File: config.mk
export PLATFORM = sky130hd
export DESIGN_NAME = ps2_mouse_rx
export DESIGN_NICKNAME = d
export VERILOG_FILES = /design/src/rtl/ps2_mouse_rx.sv
export SDC_FILE = /design/constraint.sdc
export NUM_CORES = 1
export LEC_CHECK = 0
export CAP_MARGIN = 30
export CORE_ASPECT_RATIO = 0.5
export CORE_MARGIN = 8
export CORE_UTILIZATION = 30
export DETAILED_ROUTE_END_ITERATION = 8
export GPL_TIMING_DRIVEN = 1
export PLACE_DENSITY_LB_ADDON = 0.05
export SETUP_SLACK_MARGIN = 0.2
export SLEW_MARGIN = 10
export SYNTH_ARGS = -nofsm -noshare
export SYNTH_HDL_FRONTEND = slang
export SYNTH_SLANG_ARGS = --single-unit
File: constraint.sdc
create_clock -name clk -period 5 [get_ports clk]
set_input_delay 1 -clock clk [delete_from_list [all_inputs] [get_ports clk]]
set_output_delay 1 -clock clk [all_outputs]
set_load 0.005 [all_outputs]
File: src/rtl/ps2_mouse_rx.sv
`default_nettype none
// ============================================================================
// Module   : ps2_mouse_rx
// Purpose  : Receive-only PS/2 mouse front end. Conditions the raw PS/2
//            clock/data lines, decodes 11-bit device frames, assembles
//            3-byte stream-mode packets and maintains a clamped absolute
//            cursor position plus button state.
// Ports    : clk, rst          - system clock, async active-high reset
//            ps2_clk_i          - raw PS/2 clock line level
//            ps2_data_i         - raw PS/2 data line level
//            mouse_x/mouse_y    - cursor position, 0..X_MAX / 0..Y_MAX
//            mouse_click        - {5'b0, middle, right, left}
//            pkt_valid          - one-cycle pulse with each position update
//            err_cnt            - saturating framing/parity/timeout/sync errors
// Revision : 1.0 - initial release
// ============================================================================
module ps2_mouse_rx #(
    parameter int FILTER_LEN  = 8,
    parameter int TIMEOUT_CYC = 200000,
    parameter int X_MAX       = 639,
    parameter int Y_MAX       = 479
) (
    input  logic        clk,
    input  logic        rst,
    input  logic        ps2_clk_i,
    input  logic        ps2_data_i,
    output logic [15:0] mouse_x,
    output logic [15:0] mouse_y,
    output logic [7:0]  mouse_click,
    output logic        pkt_valid,
    output logic [7:0]  err_cnt
);

    localparam int FW = (FILTER_LEN > 1) ? $clog2(FILTER_LEN + 1) : 1;
    localparam int TW = $clog2(TIMEOUT_CYC + 1);

    localparam logic signed [17:0] c_x_lim = 18'(X_MAX);
    localparam logic signed [17:0] c_y_lim = 18'(Y_MAX);

    typedef enum logic [1:0] {
        ST_IDLE   = 2'd0,
        ST_DATA   = 2'd1,
        ST_PARITY = 2'd2,
        ST_STOP   = 2'd3
    } state_t;

    // ------------------------------------------------------------------
    // Input conditioning
    // ------------------------------------------------------------------
    logic          r_clk_meta, r_clk_sync;
    logic          r_data_meta, r_data_sync;
    logic          r_filt, r_filt_d;
    logic [FW-1:0] r_filt_cnt;
    logic          w_sample;

    always_ff @(posedge clk or posedge rst) begin
        if (rst) begin
            r_clk_meta  <= 1'b1;
            r_clk_sync  <= 1'b1;
            r_data_meta <= 1'b1;
            r_data_sync <= 1'b1;
        end else begin
            r_clk_meta  <= ps2_clk_i;
            r_clk_sync  <= r_clk_meta;
            r_data_meta <= ps2_data_i;
            r_data_sync <= r_data_meta;
        end
    end

    // The filtered clock follows the synchronised clock only once the new
    // level has persisted for FILTER_LEN consecutive cycles; any bounce
    // back to the current level restarts the count.
    always_ff @(posedge clk or posedge rst) begin
        if (rst) begin
            r_filt     <= 1'b1;
            r_filt_d   <= 1'b1;
            r_filt_cnt <= '0;
        end else begin
            r_filt_d <= r_filt;
            if (r_clk_sync == r_filt) begin
                r_filt_cnt <= '0;
            end else if (r_filt_cnt == FW'(FILTER_LEN - 1)) begin
                r_filt     <= r_clk_sync;
                r_filt_cnt <= '0;
            end else begin
                r_filt_cnt <= r_filt_cnt + FW'(1);
            end
        end
    end

    assign w_sample = r_filt_d & ~r_filt;

    // ------------------------------------------------------------------
    // Bit-level frame decoder
    // ------------------------------------------------------------------
    state_t        r_state, w_state_nxt;
    logic [2:0]    r_bit_cnt;
    logic [7:0]    r_shift;
    logic          r_parity;
    logic          w_byte_ok, w_frame_err;
    logic [1:0]    r_idx;
    logic [TW-1:0] r_to_cnt;
    logic          w_to_active, w_timeout;

    always_ff @(posedge clk or posedge rst) begin
        if (rst) begin
            r_state <= ST_IDLE;
        end else begin
            r_state <= w_state_nxt;
        end
    end

    always_comb begin
        w_state_nxt = r_state;
        w_byte_ok   = 1'b0;
        w_frame_err = 1'b0;
        if (w_sample) begin
            case (r_state)
                ST_IDLE:   if (!r_data_sync) w_state_nxt = ST_DATA;
                ST_DATA:   if (r_bit_cnt == 3'd7) w_state_nxt = ST_PARITY;
                ST_PARITY: w_state_nxt = ST_STOP;
                ST_STOP: begin
                    w_state_nxt = ST_IDLE;
                    // Good frame: stop bit high and odd parity over data+parity.
                    if (r_data_sync && (^{r_shift, r_parity}))
                        w_byte_ok = 1'b1;
                    else
                        w_frame_err = 1'b1;
                end
                default:   w_state_nxt = ST_IDLE;
            endcase
        end else if (w_timeout) begin
            w_state_nxt = ST_IDLE;
        end
    end

    always_ff @(posedge clk or posedge rst) begin
        if (rst) begin
            r_bit_cnt <= '0;
            r_shift   <= '0;
            r_parity  <= 1'b0;
        end else if (w_sample) begin
            case (r_state)
                ST_IDLE:   r_bit_cnt <= '0;
                ST_DATA: begin
                    r_shift   <= {r_data_sync, r_shift[7:1]};
                    r_bit_cnt <= r_bit_cnt + 3'd1;
                end
                ST_PARITY: r_parity <= r_data_sync;
                default:   r_parity <= r_parity;
            endcase
        end
    end

    // ------------------------------------------------------------------
    // Inactivity timeout: only armed while something is half-received.
    // A sample event in the same cycle takes precedence and clears it.
    // ------------------------------------------------------------------
    assign w_to_active = (r_state != ST_IDLE) || (r_idx != 2'd0);
    assign w_timeout   = w_to_active && !w_sample &&
                         (r_to_cnt == TW'(TIMEOUT_CYC - 1));

    always_ff @(posedge clk or posedge rst) begin
        if (rst) begin
            r_to_cnt <= '0;
        end else if (w_sample || !w_to_active || w_timeout) begin
            r_to_cnt <= '0;
        end else begin
            r_to_cnt <= r_to_cnt + TW'(1);
        end
    end

    // ------------------------------------------------------------------
    // Packet assembly and cursor update
    // ------------------------------------------------------------------
    logic [2:0]         r_btn;
    logic               r_sx, r_sy, r_ox, r_oy;
    logic [7:0]         r_dx_byte;
    logic [15:0]        r_x, r_y;
    logic [7:0]         r_click;
    logic               r_pkt_valid;
    logic [7:0]         r_err_cnt;
    logic               w_sync_err, w_err;
    logic signed [17:0] w_dx, w_dy, w_x_sum, w_y_sum;
    logic [15:0]        w_x_new, w_y_new;

    assign w_sync_err = w_byte_ok && (r_idx == 2'd0) && !r_shift[3];
    assign w_err      = w_frame_err || w_timeout || w_sync_err;

    // Byte 2 is still in the shift register on its strobe cycle, so the
    // new position is computed from it directly and registered then.
    always_comb begin
        w_dx    = r_ox ? 18'sd0 : {{10{r_sx}}, r_dx_byte};
        w_dy    = r_oy ? 18'sd0 : {{10{r_sy}}, r_shift};
        w_x_sum = $signed({2'b00, r_x}) + w_dx;
        // PS/2 +y points up while screen +y points down.
        w_y_sum = $signed({2'b00, r_y}) - w_dy;
        w_x_new = w_x_sum[15:0];
        w_y_new = w_y_sum[15:0];
        if (w_x_sum[17])
            w_x_new = '0;
        else if (w_x_sum > c_x_lim)
            w_x_new = c_x_lim[15:0];
        if (w_y_sum[17])
            w_y_new = '0;
        else if (w_y_sum > c_y_lim)
            w_y_new = c_y_lim[15:0];
    end

    always_ff @(posedge clk or posedge rst) begin
        if (rst) begin
            r_idx       <= 2'd0;
            r_btn       <= '0;
            r_sx        <= 1'b0;
            r_sy        <= 1'b0;
            r_ox        <= 1'b0;
            r_oy        <= 1'b0;
            r_dx_byte   <= '0;
            r_x         <= 16'(X_MAX / 2);
            r_y         <= 16'(Y_MAX / 2);
            r_click     <= '0;
            r_pkt_valid <= 1'b0;
        end else begin
            r_pkt_valid <= 1'b0;
            if (w_timeout || w_frame_err) begin
                r_idx <= 2'd0;
            end else if (w_byte_ok) begin
                case (r_idx)
                    2'd0: begin
                        // Bit 3 of the header is always set; anything else
                        // means we are out of step, so wait for a header.
                        if (r_shift[3]) begin
                            r_btn <= r_shift[2:0];
                            r_sx  <= r_shift[4];
                            r_sy  <= r_shift[5];
                            r_ox  <= r_shift[6];
                            r_oy  <= r_shift[7];
                            r_idx <= 2'd1;
                        end
                    end
                    2'd1: begin
                        r_dx_byte <= r_shift;
                        r_idx     <= 2'd2;
                    end
                    2'd2: begin
                        r_x         <= w_x_new;
                        r_y         <= w_y_new;
                        r_click     <= {5'b0, r_btn};
                        r_pkt_valid <= 1'b1;
                        r_idx       <= 2'd0;
                    end
                    default: r_idx <= 2'd0;
                endcase
            end
        end
    end

    always_ff @(posedge clk or posedge rst) begin
        if (rst) begin
            r_err_cnt <= '0;
        end else if (w_err && (r_err_cnt != 8'hFF)) begin
            r_err_cnt <= r_err_cnt + 8'd1;
        end
    end

    assign mouse_x     = r_x;
    assign mouse_y     = r_y;
    assign mouse_click = r_click;
    assign pkt_valid   = r_pkt_valid;
    assign err_cnt     = r_err_cnt;

endmodule
`default_nettype wire
Word-level counts from Yosys, hierarchy flattened
Cells that the tools add are included.
Widths: inputs -> output; s select.

word-level totals
  bits in registers = 103
  input bits = 4
  output and inout bits = 49
  word-level logic and storage cells = 108

cells by class
  add/subtract/negate cells = 6
  order comparisons = 2
  equality and inequality tests = 13
  muxes and demuxes = 28
  bitwise logic cells = 4
  reductions and logical operators = 31

operator list
  kind                   number
  $mux 16                4
  $mux 18                3
  $add 17x18->18         1
  $add 18x1->18 const B  1
  $eq 18x18->1 const B   1
  $gt 18x10->1 const B   1
  $gt 18x11->1 const B   1
  $sub 17x18->18         1
  $mux 2                 7
  $reduce_and 2->1       5
  $reduce_bool 2->1      5
  $mux 1                 9
  $reduce_and 3->1       3
  $reduce_xor 9->1       1
  $add 8x1->8 const B    1
  $mux 4                 2
  $ne 8x8->1 const B     1
  $pmux 2 s4             1
  $eq 2x2->1 const B     3
  $logic_and 1x1->1      6
  $ne 3x3->1 const B     2
  $pmux 3 s2             1
  $logic_or 1x1->1       5
  $add 4x1->4 const B    1
  12 further kinds       18

Longest topological paths before layout
  depth after elaboration = 9
  depth in mapped cells = 15
  mapped depth without buffers = 12

Worst setup path before layout
No wires, ideal clock.

  kind = register to register
  start = register r_ox
  end = register r_x[7] (netlist: mouse_x[7])
  setup time = 0.121 ns
  arrival time = 2.998 ns
  required time = 4.879 ns
  path slack = 1.881 ns
  stages on the path, launching flop included = 15
  buffers on the path = 3
  clock period less this slack = 3.119 ns
  cells stage by stage = dfrtp_1 > clkbuf_1 > nand2b_1 > inv_1 > ha_1 > a211oi_2 > o21ai_0 > and4b_1 > or3_1 > a221o_1 > and4_1 > buf_6 > and2_4 > buf_6 > a22o_1

on the way
  word-level cells in the longest chain between the ends = 5

RTL lines
  what                    RTL line  text
  start, declared         177       logic r_sx, r_sy, r_ox, r_oy;
  start signal, assigned  236       r_ox <= r_shift[6];
  $mux 18 (*)             193       w_dx = r_ox ? 18'sd0 : {{10{r_sx}}, r_dx_byte};
  $add 17x18->18 (*)      195       w_x_sum = $signed({2'b00, r_x}) + w_dx;
  $gt 18x11->1            202       else if (w_x_sum > c_x_lim)
  $mux 16                 202
  $mux 16 (*)             200       if (w_x_sum[17])
  end signal, assigned    219       r_x <= 16'(X_MAX / 2);
  end signal, assigned    246       r_x <= w_x_new;
  end, declared           179       logic [15:0] r_x, r_y;

Mark *: on every way between the ends. The rest lies on a longest branch, timed or not.
A chain may end at the register's enable or synchronous reset.

Worst setup path after layout
  start = register r_oy
  end = register r_y[0] (netlist: mouse_y[0])

on the way
  word-level cells in the longest chain between the ends = 5

RTL lines
  what                    RTL line  text
  start, declared         177
  start signal, assigned  237       r_oy <= r_shift[7];
  $mux 18 (*)             194       w_dy = r_oy ? 18'sd0 : {{10{r_sy}}, r_shift};
  $sub 17x18->18 (*)      197       w_y_sum = $signed({2'b00, r_y}) - w_dy;
  $gt 18x10->1            206       else if (w_y_sum > c_y_lim)
  $mux 16                 206
  $mux 16 (*)             204       if (w_y_sum[17])
  end signal, assigned    220       r_y <= 16'(Y_MAX / 2);
  end signal, assigned    247       r_y <= w_y_new;
  end, declared           179

Marked as above.

==> impl_metrics.prom <==
# TYPE chip_impl_metric gauge
chip_impl_info{name="outcome",value="finished clean"} 1
chip_impl_metric{name="setup_viol",unit=""} 0
chip_impl_metric{name="tns",unit="ps"} 0
chip_impl_info{name="setup.worst_path.start_class",value="register"} 1
chip_impl_metric{name="synth_edf_count",unit=""} 0
chip_impl_metric{name="post_dp_cell_area",unit="um^2"} 7060
chip_impl_metric{name="ctsHtreeMaxLevel",unit=""} 3
chip_impl_metric{name="hold_viol_final",unit=""} 0
chip_impl_metric{name="cts_inserted_buffers",unit=""} 9
chip_impl_info{name="timing.critical_path.cells",value="clkinv_1 > nand2_1 > ha_1 > a21o_1 > a2111oi_0 > o221ai_1 > a311oi_1 > xor2_1 > nand3_1 > o21ai_2 > o211ai_1"} 1
chip_impl_info{name="path_delay_family",value="compound AO/OA/AOI/OAI gates"} 1
chip_impl_metric{name="cts.hold.buffers_added",unit=""} 0
chip_impl_metric{name="worstSkewPairLatency",unit="ps"} 350
chip_impl_metric{name="dpl_worst_slack",unit="ps"} 1290
chip_impl_info{name="cpMaxStageDelayCell",value="a2111oi_0"} 1
chip_impl_metric{name="die_height",unit="um"} 119
chip_impl_metric{name="yosys.cell_types.count",unit=""} 76
chip_impl_metric{name="fp.dieW",unit="um"} 221
chip_impl_metric{name="synth_area_per_cell",unit="um^2"} 9.61
chip_impl_info{name="gr-max-usage-layer",value="met2"} 1
chip_impl_metric{name="hold-worst-slack",unit="ps"} 355
chip_impl_metric{name="nNetsFinal",unit=""} 740
chip_impl_metric{name="route.detailed.drc",unit=""} 0
chip_impl_metric{name="finish.cell_count_without_fillers",unit=""} 978
chip_impl_metric{name="power_density",unit="nW/um^2"} 246
chip_impl_metric{name="layout.filler_cells",unit=""} 2109
chip_impl_metric{name="synth_seq_cells",unit=""} 103
chip_impl_metric{name="critPathMaxFanout",unit=""} 12
chip_impl_metric{name="synth-seq-area-share",unit=""} 0.411
chip_impl_metric{name="drt-initial-drc-count",unit=""} 301
chip_impl_info{name="tritoncts",value="built"} 1
chip_impl_metric{name="remaining_antenna_violation_count",unit=""} 0
chip_impl_metric{name="hpwlAfterDp",unit="mm"} 11.7
chip_impl_metric{name="row_count",unit=""} 37
chip_impl_metric{name="synthCells",unit=""} 659
chip_impl_metric{name="grt_first_pass_wirelength",unit="mm"} 26.5
chip_impl_metric{name="use_met1",unit=""} 0.167
chip_impl_metric{name="worst-slew-pin-transition",unit="ps"} 912
chip_impl_metric{name="layout-drive-gt1-share",unit=""} 0.121
chip_impl_metric{name="grt_util_met2",unit=""} 0.197
chip_impl_metric{name="post_cts.repair.setup_buffers",unit=""} 0
chip_impl_metric{name="drtPass1Iterations",unit=""} 4
chip_impl_metric{name="timing.clock.skew",unit="ps"} 10.3
chip_impl_metric{name="vdd.ir_drop.worst",unit="uV"} 152
chip_impl_metric{name="clkSlewWorstSetupHoldPaths",unit="ps"} 70
chip_impl_metric{name="grt.met3_usage",unit=""} 0.0313
chip_impl_metric{name="achievable-frequency",unit="MHz"} 275
chip_impl_metric{name="final.period_utilization",unit=""} 0.728
chip_impl_metric{name="wl",unit="mm"} 15.9
chip_impl_metric{name="cts_num_sinks",unit=""} 103
chip_impl_metric{name="worst-endpoint-required",unit="ps"} 5260
chip_impl_metric{name="cp.arrival",unit="ps"} 3890
chip_impl_info{name="ctsRootBufferMaster",value="clkbuf_16"} 1
chip_impl_metric{name="track_usage",unit=""} 0.123
chip_impl_info{name="critPathKind",value="reg2reg"} 1
chip_impl_metric{name="design.portCount",unit=""} 53
chip_impl_metric{name="placedCellCount",unit=""} 961
chip_impl_metric{name="total_non_filler_cell_area_in_the_finished_layout",unit="um^2"} 7380
chip_impl_info{name="unrepaired_setup_endpoints_after_global_routing",value="false"} 1
chip_impl_metric{name="number_of_max_cap_violations",unit=""} 0
chip_impl_metric{name="timing.slew.headroom",unit=""} 0.390
chip_impl_metric{name="die-area",unit="um^2"} 26300
chip_impl_metric{name="globalplace.congestion",unit=""} 0.794
chip_impl_metric{name="leakagePower",unit="nW"} 3.23
chip_impl_metric{name="async_reset_ff_frac",unit=""} 1.00
chip_impl_metric{name="grt_max_degree",unit=""} 52
chip_impl_metric{name="syn2layout_area_growth",unit="%"} 16.5
chip_impl_metric{name="finalWorstPathRequiredPeriod",unit="ps"} 3640
chip_impl_metric{name="ctsLongestPathBuffers",unit=""} 2
chip_impl_metric{name="grt_antenna_before_repair",unit=""} 0
chip_impl_metric{name="first_global_vias",unit=""} 4820
chip_impl_info{name="worstHoldPathType",value="reg2reg"} 1
chip_impl_metric{name="finalMaxSlewViolations",unit=""} 0
chip_impl_metric{name="globalRouteOverflowTotal",unit=""} 0
chip_impl_metric{name="critical_path_buf_inv_count",unit=""} 1
chip_impl_metric{name="via_count",unit=""} 4908
chip_impl_metric{name="core_region_area",unit="um^2"} 20600
chip_impl_metric{name="setup_ws",unit="ps"} 1360
chip_impl_info{name="ys_dominant_reg_cell",value="dfrtp_1"} 1
chip_impl_metric{name="netlist_area",unit="um^2"} 6330
chip_impl_metric{name="critical_path.max_stage_delay",unit="ps"} 480
chip_impl_metric{name="synth.yosys.warnings",unit=""} 0
chip_impl_metric{name="detail_route.vias_per_cell",unit=""} 5.02
chip_impl_metric{name="cts_resized",unit=""} 0
chip_impl_metric{name="initial_core_util",unit=""} 0.307
chip_impl_metric{name="route.detailed.wl_per_inst",unit="um"} 16.3
chip_impl_metric{name="buffer_ports.inserted",unit=""} 47
chip_impl_info{name="setup.worst_path.end_class",value="register"} 1
## worst reg2reg max path: stages (launching register included)
cell and delay [ps]:
dfrtp_1 350, clkinv_1 210, nand2_1 450, ha_1 380, a21o_1 240, a2111oi_0 480, o221ai_1 270, a311oi_1 350
xor2_1 180, nand3_1 100, o21ai_2 370, o211ai_1 150
## registers in the layout, indices dropped and copies added (netlist names), 2 cells and up
name	count
r_shift	8
r_btn	3
r_to_cnt	18
r_state	2
mouse_x	16
r_bit_cnt	3
r_filt_cnt	4
err_cnt	8
r_dx_byte	8
r_idx	2
mouse_y	16
mouse_click	3
## cells in the mapped netlist (all sizes together) (4+ instances only)
cell | count | area, um^2
nand3 | 25 | 125
a31oi | 14 | 93.8
xnor2 | 34 | 298
nor3 | 12 | 60.1
nand2b | 9 | 56.3
a21o | 10 | 75.1
a21oi | 34 | 174
nor4 | 4 | 25.0
and2 | 13 | 83.8
o21ai | 28 | 148
a22o | 6 | 52.6
a22oi | 7 | 52.6
inv | 17 | 63.8
nor4b | 4 | 41.3
nor2 | 59 | 224
dfstp | 20 | 526
nor3b | 4 | 30.0
mux2 | 25 | 282
ha | 35 | 438
buf | 13 | 91.3
xor2 | 16 | 140
dfrtp | 83 | 2080
a211oi | 8 | 65.1
nor2b | 18 | 113
nand4 | 11 | 68.8
and3 | 8 | 50.1
clkbuf | 14 | 52.6
o31ai | 4 | 30.0
nand2 | 63 | 236
nand3b | 4 | 30.0
## power breakdown
group | switching (W) | internal (W)
clock | 0.000342 | 0.000420
combinational | 0.000110 | 0.0000603
sequential | 0.0000211 | 0.000865
total | 0.000472 | 0.00135
## metal layers
layer	up-vias	routed length [um]
met5	-	0
met1	2367	8140
li1	2450	-
met4	0	97
met3	10	560
met2	81	7120
## placed cells by master (no fill, tap or decap), types with 6 or more instances in the layout
master / count
a211oi_1: 7
o21ai_0: 26
nor2b_1: 18
dfrtp_1: 83
inv_1: 15
a21o_1: 10
mux2_2: 25
a22oi_1: 7
clkbuf_16: 9
a31oi_1: 13
clkdlybuf4s50_1: 47
nand2_1: 63
xnor2_1: 34
a22o_1: 6
dfstp_2: 20
xor2_1: 16
and2_1: 12
ha_1: 35
nor3_1: 12
nand2b_1: 9
nand4_1: 11
a21oi_1: 32
nor2_1: 58
nand3_1: 25
and3_1: 8
## kinds of logic (layout without fill, tap and decap cells)
kind of cell,Yosys count,in the layout,synth area share
flops,103,103,0.411
simple gates,246,246,0.195
mux,26,26,0.0460
fa+ha+maj,38,38,0.0773
compound gates,149,149,0.164
other cells,1,6,0.000592
buf+inv,45,86,0.0334
xor+xnor,51,51,0.0727
## final timing paths
path                              from  cells after the start            to  slack (ps)
min in group asynchronous          rst                      2  r_to_cnt[13]        1100
setup reg to reg                  r_oy                     11    mouse_y[0]        1360
hold / removal             r_data_meta                      0   r_data_sync         360
max in group asynchronous          rst                      3    mouse_y[3]        3010
hold reg to reg            r_data_meta                      0   r_data_sync         360
setup / recovery                  r_oy                     11    mouse_y[0]        1360
## cell type report
type / instances / area (um^2) / share of cell area
sequential: 103 / 2600 / 0.353
clock inverter: 5 / 62.6 / 0.00848
antenna: 1 / 2.50 / 0.000339
inverter: 18 / 70.1 / 0.00950
timing repair buffer: 52 / 508 / 0.0689
multi-input combinational: 515 / 3540 / 0.479
tap: 273 / 342 / 0.0463
clock buffer: 11 / 253 / 0.0343
## stage by stage
step                       util  total power [W]
after floorplan               -          0.00103
after global placement    0.341          0.00108
after detailed placement  0.342          0.00108
after CTS                 0.357          0.00186
after global routing      0.357          0.00191
final                     0.357          0.00182
Power figures use the tool's default switching activity.
